**src/rtl/median3x3_pipe.sv**
```systemverilog
// ---------------------------------------------------------------------------
// median3x3_pipe
//
// Three-stage pipelined 3x3 rank filter. Each accepted window of nine pixels
// produces one output pixel. The output is the median, minimum or maximum of
// the nine pixels, or the raw centre pixel. Every channel is ranked on its own.
//
// The median uses the row-sort decomposition:
//   S1 sorts each row into (hi, md, lo).
//   S2 reduces across the rows:
//        a    = min of the row hi values
//        b    = median of the row md values
//        c    = max of the row lo values
//        gmin = min of the row lo values
//        gmax = max of the row hi values
//   S3 takes med3(a, b, c), which is the median of all nine values.
//      It can instead take gmin, gmax or the centre pixel, as the mode selects.
//
// Flow control:
//   - A stall (out_valid & ~out_ready) freezes the whole pipeline.
//   - in_ready is the inverse of stall.
//   - Bubbles advance like data, so they are not squeezed out.
//
// Parameters
//   CW : bits per channel (unsigned compare)
//   CH : channels per pixel; pixel width PW = CH*CW
//
// Ports
//   clk       : clock, rising edge
//   rst       : synchronous reset, active high; flushes all stages
//   in_valid  : in_win / in_mode carry a window
//   in_ready  : block can accept a window this cycle
//   in_win    : 9 pixels, pixel k at [k*PW +: PW], rows of three (k=0..8)
//   in_mode   : 0 median, 1 min, 2 max, 3 centre pixel (k=4)
//   out_valid : out_pix holds a result
//   out_ready : downstream accepts out_pix
//   out_pix   : result pixel, channel c at [c*CW +: CW]
// ---------------------------------------------------------------------------
module median3x3_pipe #(
  parameter int CW = 8,
  parameter int CH = 3
) (
  input  logic                 clk,
  input  logic                 rst,
  input  logic                 in_valid,
  output logic                 in_ready,
  input  logic [9*CH*CW-1:0]   in_win,
  input  logic [1:0]           in_mode,
  output logic                 out_valid,
  input  logic                 out_ready,
  output logic [CH*CW-1:0]     out_pix
);

  localparam int PW = CH * CW;

  typedef logic [CW-1:0]          chan_t;
  typedef logic [CH-1:0][CW-1:0]  pix_t;   // one pixel, channel-indexed
  typedef logic [2:0][CH-1:0][CW-1:0] rows_t; // one value per row per channel

  typedef enum logic [1:0] {
    MODE_MED = 2'd0,
    MODE_MIN = 2'd1,
    MODE_MAX = 2'd2,
    MODE_CTR = 2'd3
  } mode_e;

  // -------------------------------------------------------------------------
  // Compare primitives.
  // Every result is one of the inputs, so nothing grows in width.
  // Ties may pick either operand; equal values give the same output.
  // -------------------------------------------------------------------------
  function automatic chan_t max2(input chan_t x, input chan_t y);
    return (x >= y) ? x : y;
  endfunction

  function automatic chan_t min2(input chan_t x, input chan_t y);
    return (x >= y) ? y : x;
  endfunction

  function automatic chan_t max3(input chan_t x, input chan_t y, input chan_t z);
    return max2(max2(x, y), z);
  endfunction

  function automatic chan_t min3(input chan_t x, input chan_t y, input chan_t z);
    return min2(min2(x, y), z);
  endfunction

  // Median of three: the larger of min(x,y) and min(max(x,y), z).
  function automatic chan_t med3(input chan_t x, input chan_t y, input chan_t z);
    return max2(min2(x, y), min2(max2(x, y), z));
  endfunction

  // Channel c of pixel k in the flat window bus.
  function automatic chan_t win_chan(input logic [9*PW-1:0] w, input int k, input int c);
    return w[k*PW + c*CW +: CW];
  endfunction

  // -------------------------------------------------------------------------
  // Flow control
  // -------------------------------------------------------------------------
  logic stall;
  logic advance;

  logic out_valid_q, out_valid_d;
  pix_t out_pix_q,   out_pix_d;

  assign stall     = out_valid_q & ~out_ready;
  assign advance   = ~stall;
  assign in_ready  = ~stall;
  assign out_valid = out_valid_q;
  assign out_pix   = out_pix_q;

  // -------------------------------------------------------------------------
  // Stage 1: sort each row of the incoming window.
  // -------------------------------------------------------------------------
  logic  s1_valid_q, s1_valid_d;
  rows_t s1_hi_q,    s1_hi_d;
  rows_t s1_md_q,    s1_md_d;
  rows_t s1_lo_q,    s1_lo_d;
  pix_t  s1_ctr_q,   s1_ctr_d;
  mode_e s1_mode_q,  s1_mode_d;

  always_comb begin
    // NOTE: every combinational output gets a default first. That way no path
    // leaves a signal unassigned, and no latch can be inferred.
    s1_valid_d = s1_valid_q;
    s1_hi_d    = s1_hi_q;
    s1_md_d    = s1_md_q;
    s1_lo_d    = s1_lo_q;
    s1_ctr_d   = s1_ctr_q;
    s1_mode_d  = s1_mode_q;
    if (advance) begin
      // An empty slot still loads; in_valid=0 marks it as a bubble.
      s1_valid_d = in_valid;
      s1_mode_d  = mode_e'(in_mode);
      for (int r = 0; r < 3; r++) begin
        for (int c = 0; c < CH; c++) begin
          s1_hi_d[r][c] = max3(win_chan(in_win, 3*r,   c),
                               win_chan(in_win, 3*r+1, c),
                               win_chan(in_win, 3*r+2, c));
          s1_md_d[r][c] = med3(win_chan(in_win, 3*r,   c),
                               win_chan(in_win, 3*r+1, c),
                               win_chan(in_win, 3*r+2, c));
          s1_lo_d[r][c] = min3(win_chan(in_win, 3*r,   c),
                               win_chan(in_win, 3*r+1, c),
                               win_chan(in_win, 3*r+2, c));
        end
      end
      for (int c = 0; c < CH; c++) begin
        s1_ctr_d[c] = win_chan(in_win, 4, c);
      end
    end
  end

  // -------------------------------------------------------------------------
  // Stage 2: reduce across the rows.
  // -------------------------------------------------------------------------
  logic  s2_valid_q, s2_valid_d;
  pix_t  s2_a_q,     s2_a_d;
  pix_t  s2_b_q,     s2_b_d;
  pix_t  s2_c_q,     s2_c_d;
  pix_t  s2_gmin_q,  s2_gmin_d;
  pix_t  s2_gmax_q,  s2_gmax_d;
  pix_t  s2_ctr_q,   s2_ctr_d;
  mode_e s2_mode_q,  s2_mode_d;

  always_comb begin
    s2_valid_d = s2_valid_q;
    s2_a_d     = s2_a_q;
    s2_b_d     = s2_b_q;
    s2_c_d     = s2_c_q;
    s2_gmin_d  = s2_gmin_q;
    s2_gmax_d  = s2_gmax_q;
    s2_ctr_d   = s2_ctr_q;
    s2_mode_d  = s2_mode_q;
    if (advance) begin
      s2_valid_d = s1_valid_q;
      s2_mode_d  = s1_mode_q;
      s2_ctr_d   = s1_ctr_q;
      for (int c = 0; c < CH; c++) begin
        s2_a_d[c]    = min3(s1_hi_q[0][c], s1_hi_q[1][c], s1_hi_q[2][c]);
        s2_b_d[c]    = med3(s1_md_q[0][c], s1_md_q[1][c], s1_md_q[2][c]);
        s2_c_d[c]    = max3(s1_lo_q[0][c], s1_lo_q[1][c], s1_lo_q[2][c]);
        s2_gmin_d[c] = min3(s1_lo_q[0][c], s1_lo_q[1][c], s1_lo_q[2][c]);
        s2_gmax_d[c] = max3(s1_hi_q[0][c], s1_hi_q[1][c], s1_hi_q[2][c]);
      end
    end
  end

  // -------------------------------------------------------------------------
  // Stage 3: select the result by mode into the output register.
  // While stalled it holds, so out_pix stays stable for downstream.
  // -------------------------------------------------------------------------
  always_comb begin
    out_valid_d = out_valid_q;
    out_pix_d   = out_pix_q;
    if (advance) begin
      out_valid_d = s2_valid_q;
      for (int c = 0; c < CH; c++) begin
        case (s2_mode_q)
          MODE_MED: out_pix_d[c] = med3(s2_a_q[c], s2_b_q[c], s2_c_q[c]);
          MODE_MIN: out_pix_d[c] = s2_gmin_q[c];
          MODE_MAX: out_pix_d[c] = s2_gmax_q[c];
          MODE_CTR: out_pix_d[c] = s2_ctr_q[c];
          default:  out_pix_d[c] = s2_ctr_q[c];
        endcase
      end
    end
  end

  // -------------------------------------------------------------------------
  // State registers
  // -------------------------------------------------------------------------
  always_ff @(posedge clk) begin
    // NOTE: the data registers are cleared along with the valids, not only the
    // valids. This way out_pix reads 0 after reset and no stale pixel is visible.
    if (rst) begin
      // NOTE: state registers use non-blocking assignments. Every flop then
      // samples its pre-edge value, whatever order the statements are in.
      s1_valid_q  <= 1'b0;
      s1_hi_q     <= '0;
      s1_md_q     <= '0;
      s1_lo_q     <= '0;
      s1_ctr_q    <= '0;
      s1_mode_q   <= MODE_MED;
      s2_valid_q  <= 1'b0;
      s2_a_q      <= '0;
      s2_b_q      <= '0;
      s2_c_q      <= '0;
      s2_gmin_q   <= '0;
      s2_gmax_q   <= '0;
      s2_ctr_q    <= '0;
      s2_mode_q   <= MODE_MED;
      out_valid_q <= 1'b0;
      out_pix_q   <= '0;
    end else begin
      s1_valid_q  <= s1_valid_d;
      s1_hi_q     <= s1_hi_d;
      s1_md_q     <= s1_md_d;
      s1_lo_q     <= s1_lo_d;
      s1_ctr_q    <= s1_ctr_d;
      s1_mode_q   <= s1_mode_d;
      s2_valid_q  <= s2_valid_d;
      s2_a_q      <= s2_a_d;
      s2_b_q      <= s2_b_d;
      s2_c_q      <= s2_c_d;
      s2_gmin_q   <= s2_gmin_d;
      s2_gmax_q   <= s2_gmax_d;
      s2_ctr_q    <= s2_ctr_d;
      s2_mode_q   <= s2_mode_d;
      out_valid_q <= out_valid_d;
      out_pix_q   <= out_pix_d;
    end
  end

endmodule

```
**config.mk**
```make
export PLATFORM = sky130hd
export DESIGN_NAME = median3x3_pipe
export DESIGN_NICKNAME = d
export VERILOG_FILES = /design/src/rtl/median3x3_pipe.sv
export SDC_FILE = /design/constraint.sdc
export NUM_CORES = 2
export LEC_CHECK = 0
export CORE_MARGIN = 2
export CORE_UTILIZATION = 61
export CTS_CLUSTER_SIZE = 28
export DETAILED_ROUTE_END_ITERATION = 6
export GPL_TIMING_DRIVEN = 0
export PLACE_DENSITY_LB_ADDON = 0.05
export SYNTH_ARGS = -nofsm -noshare
export SYNTH_HDL_FRONTEND = slang
export SYNTH_SLANG_ARGS = --single-unit
export TNS_END_PERCENT = 1
```
**constraint.sdc**
```tcl
create_clock -name clk -period 6.43 [get_ports clk]
set_clock_uncertainty 0.05 [all_clocks]
set_input_delay 0.643 -clock clk [delete_from_list [all_inputs] [get_ports clk]]
set_output_delay 0.643 -clock clk [all_outputs]
set_load 0.05 [all_outputs]
```
==> flow_metrics.tcl <==
set metrics [dict create \
    start_util 0.618 \
    p_leak_uw 0.0182 \
    yosysTopAreaCell "dfxtp_1" \
    ys_seq_area_frac 0.227 \
    synth_top_area_frac 0.227 \
    design.portCount 248 \
    finalCritPeriodShare 0.948 \
    start_kind "flop" \
    cp_cell_sequence "ha_1 > nand2b_1 > a21oi_1 > o21ai_0 > a21oi_4 > buf_4 > mux2i_1 > inv_1 > ha_1 > a21o_1 > a31oi_1 > o21ai_1 > a21oi_1 > clkbuf_1 > nand2_1 > o21ai_0 > ha_1 > a21o_1 > a2111oi_0 > o21ai_0 > o211ai_1 > o21ai_1 > a21o_1 > a211oi_1" \
    final_util 0.707 \
    status "finished, violations left" \
    yosys_warnings 0 \
    powerDensity_nw_per_um2 454 \
    synth-edff-count 0 \
    rsz0062_at_grt "true" \
    violations "capacitance limit, slew limit" \
    place_inst 5485 \
    drt_wl_total_um 144000 \
    vias 37300 \
    fillers 4950 \
    layout_commonest_cell "ha_1" \
    grt_max_degree 13 \
    syn_nets 5263 \
    die_area_um2 61900 \
    synthTopCellsByArea "dfxtp_1 23%, ha_1 20%, mux2_2 7.6%, inv_1 4.2%, o21ai_0 4.2%" \
    period_needed_ns 6.09 \
    cts_num_sinks 415 \
    synthFlopType "dfxtp_1" \
    netlist_area_um2 36600 \
    worstReg2RegStart "s2_b_q[8]" \
    cts_made_buffers 49 \
    ant_nets 0 \
    final_cell_mix "576 x ha_1, 415 x dfxtp_1, 412 x inv_1" \
    place_ws_ns -0.202 \
    synth_seq_cells 415 \
    largestRegisters "s1_hi_q: 72 flops, s1_lo_q: 72 flops, s1_md_q: 72 flops" \
    cp_max_fo 10 \
    h-tree-depth 2 \
    first_pass_iters 6 \
    path_class "reg2reg" \
    cp.arrival_ns 6.56 \
    critPathMaxStageDelay_ns 0.56 \
    multi_input_area_um2 25600 \
    grt_antenna_before_repair 3 \
    grt_pass1_wl_um 212000 \
    final_area_um2 41800 \
    clock-root-buffer "clkbuf_16" \
    final_nets 5560 \
    layout.cells.non_filler 5572 \
    drv_cap 2 \
    drt_iter0_drc 4519 \
    setup_slack_ns 0.336 \
    cp-end-kind "flop" \
    rows 89 \
    async_flop_share 0 \
    postCtsHoldBufs 0 \
    required_ns 6.89 \
    place_area_um2 40000 \
    postSynthCellCount 4465 \
    finalPower_uw 19000 \
    via_per_inst 6.70 \
    worst_pin_slew_ns 1.62 \
    seq_area_um2 8310 \
    die_height_um 249 \
    wire_per_inst_um 25.9 \
    syn_to_final_growth_pct 14.3 \
    synth_cell_types 62 \
    grt_pass1_vias 34500 \
    finalSetupViolCount 0 \
    cts_tree "built" \
    critical_path.startpoint "s2_b_q[8]" \
    portBuffers 247 \
    die_w_um 249 \
    grt_overflow 0 \
    hold_class "reg2reg" \
    cp_num_buf_inv 3 \
    track_usage 0.447 \
    core_area_um2 59100 \
    hpwl_um 116000 \
    drive_gt1_frac 0.0917 \
    path_clk_slew_ns 0.06 \
    place_congestion 1.07 \
    worstSkewPairLatency_ns 0.62 \
    drcViolationCount 0 \
    syn_avg_cell_area_um2 8.19 \
    slew_viol_final 22 \
    max_slew_margin -0.0807 \
    hold_viol 0 \
    fmax_mhz 164 \
    peakVddDrop_v 0.000349 \
    cp_slowest_cell "dfxtp_1" \
    hp-start "s2_ctr_q[4]" \
    path_delay_family "compound AO/OA/AOI/OAI gates" \
    clock_path_buffers 3 \
]
[tightest hold or removal path, delay by kind of cell (launching register included)]
family / cells / cell delay (ns)
AOI/OAI and AO/OA: 1 / 0.05
DFF: 1 / 0.31
and+or+nand+nor: 1 / 0.05
[Yosys cell counts (all sizes together), types with 56 or more instances]
library cell,count
a21oi,298
clkbuf,186
nor3,56
nand2b,137
dfxtp,415
ha,576
nand4,69
nand2,388
o31ai,76
a21o,72
nor2,149
o211ai,114
a32oi,110
mux2,252
buf,80
nand3,143
o21ai,339
inv,413
a31oi,84
mux2i,104
[stage by stage]
step           hold WS [ns]  setup TNS, ns
6_report              0.401              0
5_1_grt               0.424         -0.265
4_1_cts               0.401              0
3_5_place_dp          0.395          -1.59
3_3_place_gp          0.385         -0.581
2_1_floorplan         0.378              0
[where the power goes]
| group | total, µW | switching (µW) | internal (µW) |
|---|---|---|---|
| sequential | 3940 | 712 | 3220 |
| clock | 3100 | 1240 | 1860 |
| combinational | 11900 | 7000 | 4930 |
[per-layer routing]
metal / routed length [µm] / track usage
met2: 57900 / 0.645
met1: 57400 / 0.595
met3: 20100 / 0.133
met4: 8590 / 0.239
met5: 123 / 0.0124
[kinds of logic after synthesis]
group	count (synthesis)	synth area share
AO/OA/AOI/OAI	1380	0.255
buffers and inverters	680	0.0738
flip-flops	415	0.227
AND/OR/NAND/NOR	1058	0.140
adder cells (fa/ha/maj)	576	0.197
multiplexers	356	0.107
[timing repair]
| action | CTS | global route |
|---|---|---|
| setup buffers | 0 | 0 |
| resized for setup | 0 | 20 |
| setup endpoints to repair | 0 | 40 |
[cell type report]
| type | instances | area share |
|---|---|---|
| Buffer | 265 | 0.0273 |
| Antenna cell | 1 | 0.0000599 |
| Tap cell | 773 | 0.0231 |
| Inverter | 414 | 0.0372 |
| Timing Repair Buffer | 247 | 0.0592 |
| Clock buffer | 67 | 0.0331 |
| Multi-Input combinational cell | 3370 | 0.613 |
| Sequential cell | 415 | 0.199 |
| Clock inverter | 20 | 0.00832 |
[final timing paths]
check	to	slack (ns)	depth (start not counted)
setup / recovery	out_pix[15]	0.34	24
setup reg to reg	out_pix[15]	0.34	24
hold reg to reg	s2_ctr_q[4]	0.40	2
hold / removal	s2_ctr_q[4]	0.40	2
(Power assumes the default switching activity.)
